File: src/rtl/alu_multicycle_pkg.sv
// ALU control codes shared by the ALU control decoder and the multi-cycle execution unit.
package alu_multicycle_pkg;

  localparam logic [2:0] ALU_AND  = 3'b000;
  localparam logic [2:0] ALU_XOR  = 3'b001;
  localparam logic [2:0] ALU_SLL  = 3'b010;
  localparam logic [2:0] ALU_ADD  = 3'b011;
  localparam logic [2:0] ALU_SUB  = 3'b100;
  localparam logic [2:0] ALU_MUL  = 3'b101;
  localparam logic [2:0] ALU_SRA  = 3'b110;
  localparam logic [2:0] ALU_RSVD = 3'b111;

endpackage

File: src/rtl/alu_multicycle_mul_shift_add.sv
// Iterative shift-add multiplier with fixed WIDTH-step latency; o_product is valid while o_done is high.
module mul_shift_add #(
  parameter int unsigned WIDTH = 32,
  parameter int unsigned SHW   = $clog2(WIDTH)
) (
  input  logic             i_clk,
  input  logic             i_rst,
  input  logic             i_start,
  input  logic [WIDTH-1:0] i_a,
  input  logic [WIDTH-1:0] i_b,
  output logic             o_done,
  output logic [WIDTH-1:0] o_product
);

  logic [WIDTH-1:0] r_acc;
  logic [WIDTH-1:0] r_mcand;
  logic [WIDTH-1:0] r_mplier;
  logic [SHW-1:0]   r_cnt;
  logic             r_busy;
  logic [WIDTH-1:0] w_acc_next;

  assign w_acc_next = r_mplier[0] ? (r_acc + r_mcand) : r_acc;
  // Product includes the final step so the result can be latched on the last MUL_RUN edge.
  assign o_product  = w_acc_next;
  assign o_done     = r_busy && (r_cnt == '0);

  always_ff @(posedge i_clk) begin
    if (i_rst) begin
      r_acc    <= '0;
      r_mcand  <= '0;
      r_mplier <= '0;
      r_cnt    <= '0;
      r_busy   <= 1'b0;
    end else if (i_start) begin
      r_acc    <= '0;
      r_mcand  <= i_a;
      r_mplier <= i_b;
      r_cnt    <= SHW'(WIDTH - 1);
      r_busy   <= 1'b1;
    end else if (r_busy) begin
      r_acc    <= w_acc_next;
      r_mcand  <= r_mcand << 1;
      r_mplier <= r_mplier >> 1;
      r_cnt    <= r_cnt - SHW'(1);
      if (r_cnt == '0) r_busy <= 1'b0;
    end
  end

endmodule

File: src/rtl/alu_multicycle.sv
// Multi-cycle ALU: single-cycle logic/arith/shift ops plus iterative MUL, valid/ready on both sides.
module alu_multicycle
  import alu_multicycle_pkg::*;
#(
  parameter int unsigned WIDTH = 32,
  parameter int unsigned SHW   = $clog2(WIDTH)
) (
  input  logic             clk_i,
  input  logic             rst_i,
  input  logic             valid_i,
  output logic             ready_o,
  input  logic [2:0]       ALUCtrl_i,
  input  logic [WIDTH-1:0] data1_i,
  input  logic [WIDTH-1:0] data2_i,
  output logic             valid_o,
  input  logic             ready_i,
  output logic [WIDTH-1:0] data_o,
  output logic             zero_o
);

  localparam logic [1:0] S_IDLE    = 2'd0;
  localparam logic [1:0] S_MUL_RUN = 2'd1;
  localparam logic [1:0] S_DONE    = 2'd2;

  logic [1:0]              r_state;
  logic [WIDTH-1:0]        r_data;
  logic [WIDTH-1:0]        w_alu;
  logic [SHW-1:0]          w_shamt;
  logic signed [WIDTH-1:0] w_a_signed;
  logic                    w_accept;
  logic                    w_mul_start;
  logic                    w_mul_done;
  logic [WIDTH-1:0]        w_mul_product;

  assign ready_o     = (r_state == S_IDLE);
  assign valid_o     = (r_state == S_DONE);
  assign data_o      = r_data;
  assign zero_o      = (r_data == '0);
  assign w_accept    = valid_i && ready_o;
  assign w_mul_start = w_accept && (ALUCtrl_i == ALU_MUL);
  assign w_shamt     = data2_i[SHW-1:0];
  assign w_a_signed  = data1_i;

  always_comb begin
    w_alu = '0;
    case (ALUCtrl_i)
      ALU_AND: w_alu = data1_i & data2_i;
      ALU_XOR: w_alu = data1_i ^ data2_i;
      ALU_SLL: w_alu = data1_i << w_shamt;
      ALU_ADD: w_alu = data1_i + data2_i;
      ALU_SUB: w_alu = data1_i - data2_i;
      ALU_SRA: w_alu = w_a_signed >>> w_shamt;
      default: w_alu = '0;
    endcase
  end

  mul_shift_add #(
    .WIDTH (WIDTH),
    .SHW   (SHW)
  ) u_mul (
    .i_clk     (clk_i),
    .i_rst     (rst_i),
    .i_start   (w_mul_start),
    .i_a       (data1_i),
    .i_b       (data2_i),
    .o_done    (w_mul_done),
    .o_product (w_mul_product)
  );

  always_ff @(posedge clk_i) begin
    if (rst_i) begin
      r_state <= S_IDLE;
      r_data  <= '0;
    end else begin
      case (r_state)
        S_IDLE: begin
          if (w_accept) begin
            if (ALUCtrl_i == ALU_MUL) begin
              r_state <= S_MUL_RUN;
            end else begin
              r_data  <= w_alu;
              r_state <= S_DONE;
            end
          end
        end
        S_MUL_RUN: begin
          if (w_mul_done) begin
            r_data  <= w_mul_product;
            r_state <= S_DONE;
          end
        end
        S_DONE: begin
          if (ready_i) r_state <= S_IDLE;
        end
        default: r_state <= S_IDLE;
      endcase
    end
  end

endmodule

File: config.mk
export PLATFORM = sky130hd
export DESIGN_NAME = alu_multicycle
export DESIGN_NICKNAME = d
export VERILOG_FILES = /design/src/rtl/alu_multicycle_pkg.sv /design/src/rtl/alu_multicycle_mul_shift_add.sv /design/src/rtl/alu_multicycle.sv
export SDC_FILE = /design/constraint.sdc
export NUM_CORES = 1
export LEC_CHECK = 0
export BUFFER_PORTS_ARGS = -buffer_cell sky130_fd_sc_hd__buf_2
export CAP_MARGIN = 0
export CORE_ASPECT_RATIO = 0.75
export CORE_MARGIN = 4
export CORE_UTILIZATION = 34
export CTS_CLUSTER_SIZE = 40
export DETAILED_ROUTE_END_ITERATION = 8
export PLACE_DENSITY = 0.55
export SLEW_MARGIN = 20
export SYNTH_ARGS = -nofsm -noshare
export SYNTH_HDL_FRONTEND = slang
export SYNTH_SLANG_ARGS = --single-unit
export TNS_END_PERCENT = 30
File: constraint.sdc
create_clock -name clk_i -period 9.7 [get_ports clk_i]
set_input_delay 1.94 -clock clk_i [delete_from_list [all_inputs] [get_ports clk_i]]
set_output_delay 1.94 -clock clk_i [all_outputs]
set_load 0.1 [all_outputs]
# Word level (Yosys, flattened, before mapping)
# Index checks and enable logic that the tools add are counted.
classes:
  add_sub_neg: 4
  multipliers: 0
  n_div: 0
  order_cmp: 0
  n_eq_ne: 12
  shifts: 2
  muxes: 20
  bitwise: 2
  reduce_logical: 12
op_table:
  columns: ["operator", "n"]
  rows:
  - ["$mux 32", 8]
  - ["$pmux 32 s6", 1]
  - ["$add 32x32->32", 2]
  - ["$pmux 32 s2", 1]
  - ["$and 32x32->32", 1]
  - ["$logic_not 32->1", 1]
  - ["$shl 32x5->32", 1]
  - ["$sshr 32x5->32", 1]
  - ["$sub 32x32->32", 1]
  - ["$xor 32x32->32", 1]
  - ["$mux 5", 2]
  - ["$eq 3x3->1 const B", 3]
  - ["$mux 2", 4]
  - ["$eq 3x2->1 const B", 2]
  - ["$ne 2x1->1 const B", 3]
  - ["$pmux 2 s3", 1]
  - ["$logic_not 5->1", 1]
  - ["$sub 5x1->5 const B", 1]
  - ["$reduce_and 4->1", 1]
  - ["$reduce_bool 2->1", 2]
  - ["$eq 3x1->1 const B", 1]
  - ["$logic_and 1x1->1", 3]
  - ["$logic_not 3->1", 1]
  - ["$mux 1", 3]
  - ["6 further kinds", 6]
totals:
  register_bits: 136
  latch_bits: 0
  mem_bits_rw: 0
  romBits: 0
  in_bits: 71
  output_inout_bits: 35
  word_cells: 59
  n_memories: 0

# Logic depth before layout (Yosys ltp)
logic_depth:
  depth_word: 5
  ltp_mapped: 22
  depth_no_buf: 18

# Hierarchy
# A second synthesis with hierarchy kept.
hier_totals:
  cells_unflattened: 1973
  area_unflattened_um2: 14979.4
by_module_without_submodules:
  columns: ["module", "n_inst", "cells_per_inst", "area_per_inst_um2", "seq_area_each_um2"]
  rows:
  - ["alu_multicycle", 1, 1184, 8742.1, 680.7]
  - ["mul_shift_add", 1, 789, 6237.2, 2042.0]

# Worst setup path before layout
# No wires, ideal clock.
synth_path:
  kind: "input to register"
  start: "input port data2_i[0]"
  end: "register r_data[23] (netlist: data_o[23])"
  setup_ns: 0.130
  arrival_time_ns: 5.591
  setup_slack_ns: 3.979
  cell_stages: 20
  cell_sequence: "buf_6 -> buf_12 -> buf_6 -> buf_2 -> inv_1 -> ha_1 -> nand3b_1 -> nor4_1 -> nand2_1 -> o31ai_1 -> xor2_1 -> ha_1 -> and4_1 -> and2_1 -> a221oi_1 -> o22a_1 -> nand2_1 -> or3_1 -> a311oi_1 -> o211ai_1"
synth_between:
  elab_chain_cells: 5
  elab_cells_between_ends: 8
  cone_classes: "add/sub: 2; shift: 2; mux: 4"
synth_lines:
  columns: ["element", "line_no", "rtl"]
  rows:
  - ["start: declaration", "alu_multicycle.sv:14", "input logic [WIDTH-1:0] data2_i,"]
  - ["$sub 32x32->32, or another cell as far along", "alu_multicycle.sv:51", "ALU_SUB: w_alu = data1_i - data2_i;"]
  - ["$pmux 32 s6 *", "alu_multicycle.sv:46", "case (ALUCtrl_i)"]
  - ["$mux 32 *", "alu_multicycle.sv:78", "if (ALUCtrl_i == ALU_MUL) begin"]
  - ["$mux 32 *", "alu_multicycle.sv:77", "if (w_accept) begin"]
  - ["$pmux 32 s2 *", "alu_multicycle.sv:75", "case (r_state)"]
  - ["end signal: assignment", "alu_multicycle.sv:81", "r_data <= w_alu;"]
  - ["end signal: assignment", "alu_multicycle.sv:88", "r_data <= w_mul_product;"]
  - ["end: declaration", "alu_multicycle.sv:26", "logic [WIDTH-1:0] r_data;"]
# Every way passes the cells marked *; elsewhere a longest branch is shown, timed or not. The select of a mux whose other input is x is not followed.
# A chain may end at the register's enable or synchronous reset.

# Final worst setup path
layout_path:
  start: "input port data2_i[1]"
  end: "register r_data[31] (netlist: data_o[31])"
# The elaborated chain is that of the path after synthesis.

==> impl_results.md <==
- Run status: finished, final reports clean
- Max Buffers Root-to-Sink: 2
- Vias per cell: 6.45
- Clock Sinks: 136
- Tot Pwr: 2.10 mW
- Final ANT Viol Nets: 0
- Switching power: 0.855 mW
- Seq. cell area: 2730 um^2
- FP Rows: 65
- Combinational share of power: 36.9%
- Global-route wire length before repair: 98400 um
- Yosys reg bits: 136
- Layout cells sized above 1: 14.0%
- Root Buffer: clkbuf_16
- Cell variety after synth: 88
- DRC viols: 0
- Final worst slack: 3.51 ns
- Slew @ Worst Pin: 1.07 ns
- Switching share of power: 40.7%
- Io pins: 106
- Chip height: 189 um
- Max Cap Viol: 0
- Vias: 15690
- Final Cell Area: 16200 um^2
- Sequential area share after synthesis: 18.4%
- Die span in x: 249 um
- Slew margin rel.: 28.7%
- Post-Syn Area: 14800 um^2
- Die ar.: 46900 um^2
- CTS clk-pin slew, worst paths: 0.06 ns
- Internal power: 1.24 mW
- Ys async rst share: 0%
- Core area: 42500 um^2
- Total gr overflow: 0
- DR iter-0 viols: 1849
- Worst EP required: 10.06 ns
- Port bufs: 105
- Crit. End Element: flip-flop
- Final Hold Vio Count: 0
- Postcts setup bufs: 0
- Post-DP HPWL: 50100 um
- Cells after Synth: 1834
- Initial core utilization: 34.8%
- Startpoint types: primary input
- RSZ-0062 raised after global routing: false
- CTS tree: yes
- Multi-input gate area: 11300 um^2
- Fmax: 161 MHz
- CTS buffer count: 17
- GRT Resource Usage Total: 27.4%
- PD cells: 129 nW/um^2
- WL final: 67100 um
- Syn. warnings: 0
- Tmin final: 6.19 ns
- Fin crit share: 63.9%
- Hold WC Path Type: flip-flop to flip-flop
- Vias in the first global route: 14390
- Worst IR Drop VDD: 0.119 mV
- Clock Power Share: 33.9%
- H-tree depth: 4
- Pre-CTS setup slack: 3.08 ns
- Net Count, Synth: 2005
- DRT Pass-1 Iters: 6
- Crit path DAT: 6.56 ns
- Skew-Pair Late Insertion Delay: 0.46 ns
- Post-DP Area: 15600 um^2
- Setup-failing EPs final: 0
- Initial antenna violation count: 5
- Filler instances: 4419
- Most frequent cells in the layout: 210 x nor2_1, 137 x nand2_1, 135 x dfxtp_1
- Most common cell after layout, fill and taps aside: nor2_1
- Post-CTS resize count: 0
- Setup Crit Path Kind: primary input to flip-flop
- EDFF count, synth: 0
- Area grow syn2layout: 9.72%
- Ant. Diodes: 0
- Synth Area per Inst: 8.06 um^2
- CTS Hold Bufs: 0
- Largest net degree at the start of global routing: 89
- Setup TNS: 0 ns
- GPL Wtd Cong: 0.989
- Most used DFF post-synth: dfxtp_1
- Layout Nets: 2020
- Register share of total power: 29.2%
- Worst Path Max Fanout: 68
- Skew final: 0.0148 ns
- LEAKAGE: 6.03 nW
- Slew Viols, Final: 0
- Routed wire per std cell: 27.6 um
## registers in the layout, indices dropped and copies added (netlist names)
name	flops
data_o	32
u_mul.r_acc	32
u_mul.r_mcand	32
u_mul.r_mplier	32
u_mul.r_cnt	5
r_state	2
u_mul.r_busy	1
## worst max-delay path, cell delays in order
cell and delay [ns]:
buf_2 0.10, buf_4 0.36, inv_2 0.27, ha_1 0.30
nand3b_1 0.15, nor4_1 0.56, nand2_1 0.22, nor2_1 0.28
nand2_1 0.11, o31ai_1 0.24, xor2_1 0.11, ha_1 0.42
and3_1 0.24, nand2_1 0.09, a211o_1 0.30, a21oi_1 0.30
o21bai_1 0.12, o221a_2 0.24, a311oi_1 0.20
## cell usage after synthesis, types with 6 or more instances
master	number	area (um^2)
nor2_1	210	788
nand2_1	137	514
dfxtp_1	136	2720
a21oi_1	131	656
mux2i_1	123	1230
a211oi_1	111	833
ha_1	98	1230
o21ai_0	95	475
clkbuf_1	88	330
mux4_2	59	1330
inv_1	42	158
nor3_1	38	190
xor2_1	36	315
xnor2_1	35	307
o211ai_1	31	233
nand3_1	28	140
o21ai_1	24	120
a21o_1	23	173
o21a_1	23	173
mux2_2	22	248
a31oi_1	18	113
nand2b_1	18	113
nor2b_1	18	113
or3_1	17	106
buf_2	16	80.1
buf_1	15	56.3
nand4_1	15	93.8
o31ai_1	15	113
nor4_1	14	87.6
a22oi_1	12	90.1
a221oi_1	11	96.3
and3_1	11	68.8
and2_1	10	62.6
o221ai_1	10	87.6
a311oi_1	9	78.8
a222oi_1	8	80.1
o22ai_1	8	50.1
a211o_1	6	52.6
mux2_1	6	67.6
nand3b_1	6	45.0
o31a_1	6	52.6
or2_2	6	37.5
## final cells by class
type	instances	area share, %
multi-input cells	1522	69.7
well taps	569	4.39
clock inverters	13	1.05
clock buffers	19	2.73
inverters	44	1.02
flip-flops and latches	136	16.8
repair buffers	128	4.35
## path summary, 6_finish.rpt
check | from | cells past startpoint | to | slack (ns)
min reg2reg | u_mul.r_acc[5]$_SDFFE_PP0P_ | 2 | u_mul.r_acc[5]$_SDFFE_PP0P_ | 0.48
max reg2reg | u_mul.r_mcand[0]$_SDFFE_PP0P_ | 12 | data_o[26]$_SDFFE_PP0P_ | 6.27
min | u_mul.r_acc[5]$_SDFFE_PP0P_ | 2 | u_mul.r_acc[5]$_SDFFE_PP0P_ | 0.48
max | data2_i[1] | 19 | data_o[31]$_SDFFE_PP0P_ | 3.51
## power by group through the flow
stage,clock network (mW),logic [mW],registers (mW)
final,0.711,0.774,0.614
after global routing,0.742,0.819,0.616
after CTS,0.721,0.754,0.613
after detailed placement,0,0.751,0.626
after global placement,0,0.752,0.626
after floorplan,0,0.434,0.701
## stage by stage
step                      utilization (%)  hold slack (ns)  instances
after CTS                            38.1            0.480       2431
after detailed placement             36.7            0.472       2399
final                                38.1            0.478       2431
after global placement               36.7            0.462       2399
after global routing                 38.1            0.508       2431
after floorplan                         -            0.448       1834
## cells by family after synthesis
family | Yosys count | share of synthesized area (%)
AOI/OAI and AO/OA | 593 | 26.8
and+or+nand+nor | 545 | 16.9
muxes | 213 | 19.8
buffers and inverters | 176 | 5.31
DFF | 136 | 18.4
adders and majority gates | 100 | 8.56
xor gates and xnor gates | 71 | 4.21
## layer usage
metal,vias to the layer above,wire length (um),GRT usage [%]
met3,114,7430,7.91
met1,7676,31200,41.2
li1,7049,-,-
met5,-,109,1.22
met2,843,26700,38.2
met4,8,1640,6.62
(Power assumes the default switching activity.)
